`config.mk`:
```
export PLATFORM = sky130hd
export DESIGN_NAME = pic_ctrl
export DESIGN_NICKNAME = d
export VERILOG_FILES = /design/src/rtl/pic_ctrl.sv
export SDC_FILE = /design/constraint.sdc
export NUM_CORES = 1
export LEC_CHECK = 0
export BUFFER_PORTS_ARGS = -buffer_cell sky130_fd_sc_hd__buf_4
export CAP_MARGIN = 5
export CORE_ASPECT_RATIO = 0.75
export CORE_MARGIN = 5
export CORE_UTILIZATION = 40
export CTS_CLUSTER_SIZE = 16
export DETAILED_ROUTE_END_ITERATION = 8
export PLACE_DENSITY = 0.65
export SLEW_MARGIN = 5
export SYNTH_ARGS = -nofsm -noshare
export SYNTH_HDL_FRONTEND = slang
export SYNTH_SLANG_ARGS = --single-unit
```
`constraint.sdc`:
```
create_clock -name clk -period 3.4 [get_ports clk]
set_input_delay 0.51 -clock clk [delete_from_list [all_inputs] [get_ports clk]]
set_output_delay 0.51 -clock clk [all_outputs]
set_load 0.005 [all_outputs]
```
`src/rtl/pic_ctrl.sv`:
```
// Programmable interrupt controller: per-channel edge/level sources, mask, pending,
// nested in-service priority with EOI, registered INT and a vector on intack.
module pic_ctrl #(
    parameter int                 NUM_IRQ      = 8,
    parameter int                 DATA_W       = 16,
    parameter int                 ADDR_W       = 12,
    parameter logic [ADDR_W-1:0]  BASE_ADDR    = 12'hA00,
    parameter logic [NUM_IRQ-1:0] EDGE_MASK    = {NUM_IRQ{1'b1}},
    parameter logic [DATA_W-1:0]  SPURIOUS_VEC = 16'hFFFF
) (
    input  logic               clk,
    input  logic               reset,
    input  logic [NUM_IRQ-1:0] irq,
    input  logic [ADDR_W-1:0]  address,
    input  logic [DATA_W-1:0]  data_wr,
    input  logic               memwt,
    input  logic               intack,
    output logic [DATA_W-1:0]  data_rd,
    output logic               sel,
    output logic               INT
);
    localparam int IDX_W = (NUM_IRQ > 1) ? $clog2(NUM_IRQ) : 1;

    logic [NUM_IRQ-1:0] mask_q, pend_q, in_service_q, irq_prev_q;
    logic               int_q;

    logic [ADDR_W-1:0]  offset;
    logic [2:0]         reg_sel;
    logic               wr_en, eoi, ack;
    logic [NUM_IRQ-1:0] pend_view, is_lsb, below_is, eligible, win_oh;
    logic [NUM_IRQ-1:0] rise, w1c_clr, ack_oh, eoi_clr;
    logic [IDX_W-1:0]   win_idx;
    logic               win_vld;
    logic [DATA_W-1:0]  vector, rd_reg;
    logic               unused_hi;

    assign offset  = address - BASE_ADDR;
    assign sel     = (address >= BASE_ADDR) && (offset < ADDR_W'(8));
    assign reg_sel = offset[2:0];
    assign wr_en   = memwt && sel;
    assign eoi     = wr_en && (reg_sel == 3'd3);

    // Level channels are never latched: their pending view is the live input.
    assign pend_view = (pend_q & EDGE_MASK) | (irq & ~EDGE_MASK);
    assign is_lsb    = in_service_q & (~in_service_q + NUM_IRQ'(1));
    assign below_is  = is_lsb - NUM_IRQ'(1);
    assign eligible  = pend_view & mask_q & below_is;

    always_comb begin
        win_vld = 1'b0;
        win_idx = '0;
        win_oh  = '0;
        for (int i = NUM_IRQ - 1; i >= 0; i--) begin
            if (eligible[i]) begin
                win_vld = 1'b1;
                win_idx = IDX_W'(i);
                win_oh  = '0;
                win_oh[i] = 1'b1;
            end
        end
    end

    assign ack     = intack && win_vld;
    assign ack_oh  = ack ? win_oh : '0;
    assign eoi_clr = eoi ? is_lsb : '0;
    assign rise    = irq & ~irq_prev_q & EDGE_MASK;
    assign w1c_clr = (wr_en && (reg_sel == 3'd1)) ? data_wr[NUM_IRQ-1:0] : '0;
    assign vector  = win_vld ? DATA_W'(win_idx) : SPURIOUS_VEC;

    always_comb begin
        rd_reg = '0;
        case (reg_sel)
            3'd0:    rd_reg[NUM_IRQ-1:0] = mask_q;
            3'd1:    rd_reg[NUM_IRQ-1:0] = pend_view;
            3'd2:    rd_reg[NUM_IRQ-1:0] = in_service_q;
            3'd4:    rd_reg = vector;
            default: rd_reg = '0;
        endcase
    end

    assign data_rd   = intack ? vector : (sel ? rd_reg : '0);
    assign INT       = int_q;
    assign unused_hi = ^(data_wr >> NUM_IRQ);

    // The acknowledged winner is the lowest eligible index, so once it enters
    // service nothing left can outrank it: INT drops on the ack edge.
    always_ff @(posedge clk or posedge reset) begin
        if (reset) begin
            mask_q       <= '0;
            pend_q       <= '0;
            in_service_q <= '0;
            irq_prev_q   <= '0;
            int_q        <= 1'b0;
        end else begin
            irq_prev_q   <= irq;
            pend_q       <= ((pend_q & ~w1c_clr & ~ack_oh) | rise) & EDGE_MASK;
            in_service_q <= (in_service_q & ~eoi_clr) | ack_oh;
            int_q        <= win_vld && !ack;
            if (wr_en && (reg_sel == 3'd0))
                mask_q <= data_wr[NUM_IRQ-1:0];
        end
    end
endmodule

```
Yosys cells after proc, flatten, opt, wreduce, memory -nomap -nowiden:

Index checks and enable logic that the tools add are counted.

* add/subtract/negate cells: 3
* magnitude comparators: 2
* equal/unequal tests: 4
* multiplexer cells: 32
* bitwise gates (word level): 14
* reductions and logical operators: 9

Operator list (count)
* 8-bit two-way mux: 12
* 8-bit AND: 7
* 16-bit two-way mux: 3
* 8-bit inverter: 5
* 8-bit one-hot mux with 4 select lines: 1
* 3-bit two-way mux: 8
* 8-bit OR: 2
* 12-bit greater-or-equal comparator, second input constant: 1
* 12-bit by 4-bit less-than comparator with 1-bit output, second input constant: 1
* 12-bit subtractor, second input constant: 1
* 8-bit by 1-bit adder with 8-bit output, second input constant: 1
* 1-bit two-way mux: 8
* 8-bit by 1-bit subtractor with 8-bit output, second input constant: 1
* 1-bit logical AND: 7
* 3-bit by 2-bit == test with 1-bit output, second input constant: 2
* 3-bit by 1-bit == test with 1-bit output, second input constant: 1
* 3-bit == test, second input constant: 1
* 3-bit zero test: 1
* 1-bit zero test: 1

* bits in registers: 33
* bits of input ports: 40
* output and inout bits: 18
* word-level logic and storage cells: 69

Depth between registers and ports, before layout:

Gate-level depths: netlist of run 1.

* word-level depth: 18
* depth in mapped cells: 9
* gate-level depth less buffers: 7

Least setup slack after synthesis of run 1:

Ideal clock, no wire load.

* kind: input-to-output
* start point: input address[9]
* end point: output data_rd[10]
* data arrival time: 1.954 ns
* data required time: 2.890 ns
* setup slack: 0.936 ns
* stages: 8
* buffers on the path: 1
* cell sequence: inv_1 > ha_1 > and4b_1 > a41oi_1 > or4_1 > nand2b_4 > inv_2 > buf_4

* cells in the longest elaborated chain, start to end: 5
* elaborated cells on any way between the ends: 6
* classes of those cells: 1 x add/sub; 2 x order compare; 2 x mux; 1 x reduce/logical

Ends and longest elaborated chain
* start: declaration: RTL line 14 `input logic [ADDR_W-1:0] address,`
* 12-bit subtractor: RTL line 37 `assign offset = address - BASE_ADDR;`
* 12-bit by 4-bit less-than comparator with 1-bit output: RTL line 38 `assign sel = (address >= BASE_ADDR) && (offset < ADDR_W'(8));`
* 1-bit logical AND *: RTL line 38
* 16-bit two-way mux * (2 in series): RTL line 81 `assign data_rd = intack ? vector : (sel ? rd_reg : '0);`
* end: declaration: RTL line 18 `output logic [DATA_W-1:0] data_rd,`

Mark *: on every way between the ends. The rest lies on a longest branch, timed or not.

Final worst setup path of run 1:

* start point: register in_service_q[0]
* end point: output data_rd[4]

* cells in the longest elaborated chain, start to end: 17

Ends and longest elaborated chain
* start: declaration: RTL line 24 `logic [NUM_IRQ-1:0] mask_q, pend_q, in_service_q, irq_prev_q;`
* start signal: assignment: RTL line 97 `in_service_q <= (in_service_q & ~eoi_clr) | ack_oh;`
* 8-bit inverter: RTL line 45 `assign is_lsb = in_service_q & (~in_service_q + NUM_IRQ'(1));`
* 8-bit by 1-bit adder with 8-bit output: RTL line 45
* 8-bit AND *: RTL line 45
* 8-bit by 1-bit subtractor with 8-bit output *: RTL line 46 `assign below_is = is_lsb - NUM_IRQ'(1);`
* 8-bit AND *: RTL line 47 `assign eligible = pend_view & mask_q & below_is;`
* 1-bit two-way mux (7 in series): RTL line 54 `if (eligible[i]) begin`
* 1-bit two-way mux *: RTL line 54
* 16-bit two-way mux *: RTL line 68 `assign vector = win_vld ? DATA_W'(win_idx) : SPURIOUS_VEC;`
* 8-bit one-hot mux with 4 select lines: RTL line 72 `case (reg_sel)`
* 16-bit two-way mux: RTL line 81
* 16-bit two-way mux *: RTL line 81

Marks and branches as above.

==> results of run 1 <==
-- metal layers --
metal  share of wire (%)  wire (µm)  vias up
li1                    -          -      804
met1                  48       2220      750
met2                  38       1770       68
met3                  12        577        8
met4                 1.7         77        0
met5                   0          0        -
-- tightest hold or removal path, delay by kind of cell --
kind	cells	cell delay (ps)
buffers and inverters	3	510
-- state kept, by name (all words and copies together) (netlist names) --
name / count
INT: 1
in_service_q: 8
irq_prev_q: 8
mask_q: 8
pend_q: 8
-- worst max-delay path by stage --
stage	from	to	slack (ps)	cells past startpoint
floorplan	address[9]	data_rd[10]	940	8
global placement	address[9]	data_rd[7]	670	9
detailed placement	address[9]	data_rd[15]	660	9
CTS	in_service_q[0]	data_rd[15]	570	6
global route	in_service_q[0]	data_rd[0]	440	6
finish	in_service_q[0]	data_rd[4]	560	6
-- power groups by stage --
stage          registers [mW]  logic [mW]  clock network (mW)
3_3_place_gp            0.415       0.110                   0
2_1_floorplan           0.412      0.0586                   0
3_5_place_dp            0.415       0.110                   0
5_1_grt                 0.409       0.121               0.354
6_report                0.408       0.109               0.323
4_1_cts                 0.408       0.110               0.335
-- logic make-up after synthesis --
| group | after synthesis | share of synthesized area [%] |
|---|---|---|
| AND/OR/NAND/NOR | 73 | 21.8 |
| AO/OA/AOI/OAI | 48 | 17.3 |
| buffers and inverters | 28 | 7.61 |
| multiplexers | 16 | 9.00 |
| adder cells (fa/ha/maj) | 1 | 0.661 |
| flip-flops | 33 | 43.7 |
-- layout make-up --
cell class,instances,share of cell area [%]
Clock inverter,1,0.213
Sequential cell,33,35.1
Tap cell,57,3.03
Clock buffer,7,4.10
Multi-Input combinational cell,138,39.2
Inverter,13,2.07
Timing Repair Buffer,51,16.3
-- through the flow --
stage	setup slack, ps	utilization, %
floorplan	936	-
global placement	671	49.8
detailed placement	657	49.8
CTS	574	52.0
global route	438	52.0
finish	555	52.0
-- cells in the final DEF (no fill, tap or decap), types with 3 or more instances in the layout --
master,instances
buf_4,51
dfrtp_1,33
nand2_1,24
nor2_1,13
inv_1,12
a21oi_1,10
o21ai_0,9
mux2_2,8
mux2i_1,8
a32o_1,7
clkbuf_8,7
o21ai_1,6
nand4_1,5
nand3_1,4
nand3b_1,4
nor3_1,4
and3_1,3
nor2b_1,3
o31ai_1,3
==> summary.md, run 1 <==
| Metric | Value |
|---|---|
| Status | finished, final reports clean |
| CTS tree | done |
| Total GRT Usage | 15.7% |
| Initial antenna violation count | 0 |
| Maximum clock frequency | 352 MHz |
| Area of the multi-input gates | 922 µm² |
| Share of cells above drive strength 1 | 30.5% |
| Final hold vios | 0 |
| Syn_area_per_cell | 9.51 µm² |
| RSZ-0062 raised after global routing | false |
| Crit end category | output pin |
| Clock Latency Late Sink | 290 ps |
| GRT Residual Overflow | 0 |
| Post-DP HPWL | 3390 µm |
| Ranking of synthesized cells by area | dfrtp_1 (44%), mux2_2 (4.8%), nand2_1 (4.8%), mux2i_1 (4.2%), a32o_1 (3.7%) |
| Synth async-reset ratio | 100% |
| M1 GR Usage | 23.4% |
| Full die area | 6220 µm² |
| Finished Cell Area | 2350 µm² |
| CTS clk-pin slew, worst paths | 70 ps |
| Gr busiest metal | met1 |
| Crit path largest cell delay | 570 ps |
| R2R setup slack | 1350 ps |
| Post-CTS Resized | 0 |
| Number of enable flip-flop cells after synthesis | 0 |
| Fill cells | 424 |
| Dpl cell area | 2250 µm² |
| Vias in the first global route | 1538 |
| Skew final | 4.57 ps |
| Crit path DAT | 2330 ps |
| Pwr Total | 840 µW |
| Synth top cells by count | dfrtp_1 (33), nand2_1 (24), nor2_1 (13) |
| CP required | 2890 ps |
| Sw Ratio | 23.8% |
| Layout area overhead | 24.3% |
| FF-to-FF End | pend_q[7] |
| First-pass GRT wire length | 7470 µm |
| Core Area | 4520 µm² |
| Via density | 5.43 |
| Final min period | 2840 ps |
| Startpoint class of the critical path | register |
| Synthesized Nets | 240 |
| Final wirelength | 4650 µm |
| Clock power frac | 38.4% |
| ANT cells | 0 |
| I/O Buffers | 49 |
| Syn Inst Count | 199 |
| Fin Setup TNS | 0 ps |
| FF+latch area | 826 µm² |
| PwrDens | 357 nW/µm² |
| DRC | 0 |
| Post-CTS setup buffer count | 0 |
| Global-route met3 utilization | 4.75% |
| Largest net degree at the start of global routing | 34 |
| Ports | 58 |
| H-tree Lvls | 2 |
| Clock Sinks | 33 |
| DIE WIDTH | 89.4 µm |
| Psw | 200 µW |
| Worst R2R Start | in_service_q[0] |
| Static leakage | 1.11 nW |
| Cts hold-fix bufs | 0 |
| Worst r2r path cells | 5 |
| CP top delay family | simple AND/OR/NAND/NOR gates |
| Synth Register Bits | 33 |
| Sequential power share | 48.6% |
| Worst VDD drop | 0.282 mV |
| Crit share post-route | 83.7% |
| Dominant synthesized flop cell | dfrtp_1 |
| CTS root buf | clkbuf_8 |
| WL/cell | 15.5 µm |
| Worst hold path type | in -> async |
| Crit path kind | reg -> out |
| Number of buffers created by CTS | 5 |
| DR iter-0 viols | 99 |
| Final Net Count | 283 |
| Yosys warnings | 0 |
| RePlAce Congestion | 0.825 |
| Post-DRT Antenna Nets | 0 |
| MaxCap Viol Count | 0 |
| Mapped Area | 1890 µm² |
| Max stage delay cell, worst path | dfrtp_1 |
| Logic pwr share | 13.0% |
| Worst-Margin Slew | 756 ps |
| Distinct cells, synth | 46 |
| First drt pass iteration count | 4 |
| Critical-path maximum fanout | 12 |
| Fin cells | 300 |
| Final Max Slew Viols | 0 |
| P_int | 640 µW |
| Cell taking the most area after synthesis | dfrtp_1 |
| Initial Util | 41.9% |
| Row Count | 21 |
| Clock tree buffer depth | 2 |
| Seq/Total Area, Yosys | 43.7% |
| Hold_ws | 305 ps |
| Grt met2 use | 20.9% |
| Synth top area share | 43.7% |
| Die Height | 69.6 µm |
| Count leader, synth | dfrtp_1 |
| CP bufs+invs | 1 |
| Finish-stage setup viols | 0 |
| Crit path cell chain | nor4_1 -> and3_1 -> or4_1 -> nand2b_4 -> o21ai_1 -> buf_4 |
| Via count | 1630 |
| Max-slew headroom | 49.2% |
| Placed cell count | 292 |
(Power assumes the default switching activity.)
==> run 2: changes to the inputs <==
PLACE_DENSITY = 0.67   (was 0.65)
clock period = 2.6 ns   (was 3.4 ns; I/O delays follow)
==> run 2 against run 1 <==
Effect of this change: final cell count grew 3.0%; routed wire length increased by 2.0%; final area increased by 3.2%; flip-flop and latch count did not move; register-to-register slack lost 590 ps; combinational power rose by 43%; critical endpoint is now data_rd[0]; largest cell class unchanged; largest power group unchanged.
==> summary.md, run 2 (same netlist as run 1, synthesis figures left out) <==
| Metric | Value |
|---|---|
| Final Net Count | 293 (+3.5%) |
| Post-layout util | 53.7% (+1.7 points) |
| Psw | 250 µW (+25%) |
| Initial antenna violation count | 0 (unchanged) |
| Layout area overhead | 28.4% |
| Placed cell count | 299 (+2.4%) |
| Post-DP HPWL | 3590 µm (+5.9%) |
| RePlAce Congestion | 0.858 (+3.9%) |
| CTS clk-pin slew, worst paths | 60 ps (about the same) |
| PwrDens | 439 nW/µm² (+23%) |
| DRC | 0 (unchanged) |
| Final Max Slew Viols | 0 (unchanged) |
| Clock tree buffer depth | 2 (unchanged) |
| Core Area | 4520 µm² (unchanged) |
| Initial Util | 41.9% (unchanged) |
| I/O Buffers | 49 (unchanged) |
| Logic pwr share | 14.6% (+1.6 points) |
| MaxCap Viol Count | 0 (unchanged) |
| Final hold vios | 0 (unchanged) |
| Finish-stage setup viols | 0 (unchanged) |
| Crit path DAT | 2130 ps (-200 ps) |
| Die Height | 69.6 µm (unchanged) |
| Crit path kind | reg -> out |
| Worst hold path type | in -> async |
| Clock Latency Late Sink | 280 ps (about the same) |
| P_int | 816 µW (+28%) |
| Sw Ratio | 23.4% (-0.38 points) |
| Worst VDD drop | 0.283 mV (+0.58%) |
| Final wirelength | 4740 µm (+2.0%) |
| Maximum clock frequency | 397 MHz |
| Crit share post-route | 96.9% |
| DIE WIDTH | 89.4 µm (unchanged) |
| CTS tree | done |
| Status | finished, final reports clean |
| Dpl ws | 88.4 ps (-569 ps) |
| WL/cell | 15.3 µm (-0.97%) |
| Setup ws final | 79.8 ps (-475 ps) |
| Hold_ws | 191 ps (-114 ps) |
| ANT cells | 0 (unchanged) |
| GRT Residual Overflow | 0 (unchanged) |
| R2R setup slack | 760 ps (-590 ps) |
| Crit end category | output pin |
| Sequential power share | 49.8% (+1.2 points) |
| RSZ-0062 raised after global routing | true |
| Critical-path maximum fanout | 3 (-9) |
| Total GRT Usage | 15.9% (+0.22 points) |
| Largest net degree at the start of global routing | 34 (unchanged) |
| First-pass GRT wire length | 7600 µm (+1.8%) |
| Final min period | 2520 ps |
| Share of cells above drive strength 1 | 34.1% (+3.7 points) |
| H-tree Lvls | 2 (unchanged) |
| Post-DRT Antenna Nets | 0 (unchanged) |
| Via density | 5.33 (-1.9%) |
| Fin cells | 309 (+3.0%) |
| Via count | 1647 (+1.0%) |
| DR iter-0 viols | 126 (+27%) |
| Worst-Margin Slew | 435 ps (-321 ps) |
| Number of buffers created by CTS | 5 (unchanged) |
| Vias in the first global route | 1599 (+4.0%) |
| Startpoint class of the critical path | register |
| Max-slew headroom | 71.0% (+22 points) |
| Clock power frac | 35.5% (-2.9 points) |
| Ports | 58 (unchanged) |
| CP required | 2210 ps (-680 ps) |
| First drt pass iteration count | 4 (unchanged) |
| Most frequent cells in the layout | buf_4 (61), dfrtp_1 (32), nand2_1 (24), nor2_1 (13), inv_1 (12) |
| Static leakage | 1.15 nW (+3.5%) |
| CTS root buf | clkbuf_8 |
| Clock Sinks | 33 (unchanged) |
| Skew final | 3.84 ps (-0.735 ps) |
| Full die area | 6220 µm² (unchanged) |
| Row Count | 21 (unchanged) |
| Most common cell after layout, fill and taps aside | buf_4 |
run 2: area by class of cell:
type                    count  area, µm²
multi-input cells         138        937
fillers                   426       2090
inverters                  13       48.8
well taps                  57       71.3
clock buffers               7       86.3
repair buffers             61        458
flip-flops and latches     33        827
run 2: stage by stage:
step / setup TNS [ps] / area (µm²) / power (mW)
2_1_floorplan: 0 / 1890 / 0.615
3_3_place_gp: 0 / 2300 / 0.692
3_5_place_dp: 0 / 2300 / 0.693
4_1_cts: 0 / 2410 / 1.08
5_1_grt: -10.7 / 2430 / 1.12
6_report: 0 / 2430 / 1.07
run 2: power groups by stage:
| stage | clock (mW) | combinational, mW | sequential [mW] |
|---|---|---|---|
| after floorplan | 0 | 0.0766 | 0.539 |
| after global placement | 0 | 0.152 | 0.540 |
| after detailed placement | 0 | 0.152 | 0.541 |
| after CTS | 0.394 | 0.156 | 0.531 |
| after global routing | 0.416 | 0.173 | 0.532 |
| final | 0.379 | 0.156 | 0.531 |
run 2: layer usage:
layer | share of wire [%] | wire, µm | vias to the layer above | track usage [%]
met5 | 0 | 0 | - | 0
met2 | 40 | 1880 | 66 | 21.8
met1 | 49 | 2330 | 749 | 24.1
met3 | 10 | 482 | 5 | 4.04
li1 | - | - | 827 | -
met4 | 0.97 | 46 | 0 | 5.45
run 2: critical path: stages, from the launching register on:
cell     delay [ps]
dfrtp_1         400
or4_4           580
nor3b_4         200
a21oi_1          90
a211o_1         290
a22oi_2         140
buf_4           140
run 2: final timing paths:
kind | startpoint | end | depth (start not counted)
setup / recovery | in_service_q[1] | data_rd[0] | 6
hold / removal | reset | mask_q[3] | 3
setup reg to reg | in_service_q[1] | pend_q[7] | 6
hold reg to reg | in_service_q[7] | in_service_q[7] | 2
max in group asynchronous | reset | in_service_q[2] | 3
min in group clk | irq[1] | irq_prev_q[1] | 1
run 2: timing repair:
action / CTS / global route
hold buffers: 0 / 0
pin swaps: 1 / 3
setup buffers: 2 / 1
resized for setup: 1 / 3
endpoints found under the setup margin: 1 / 14
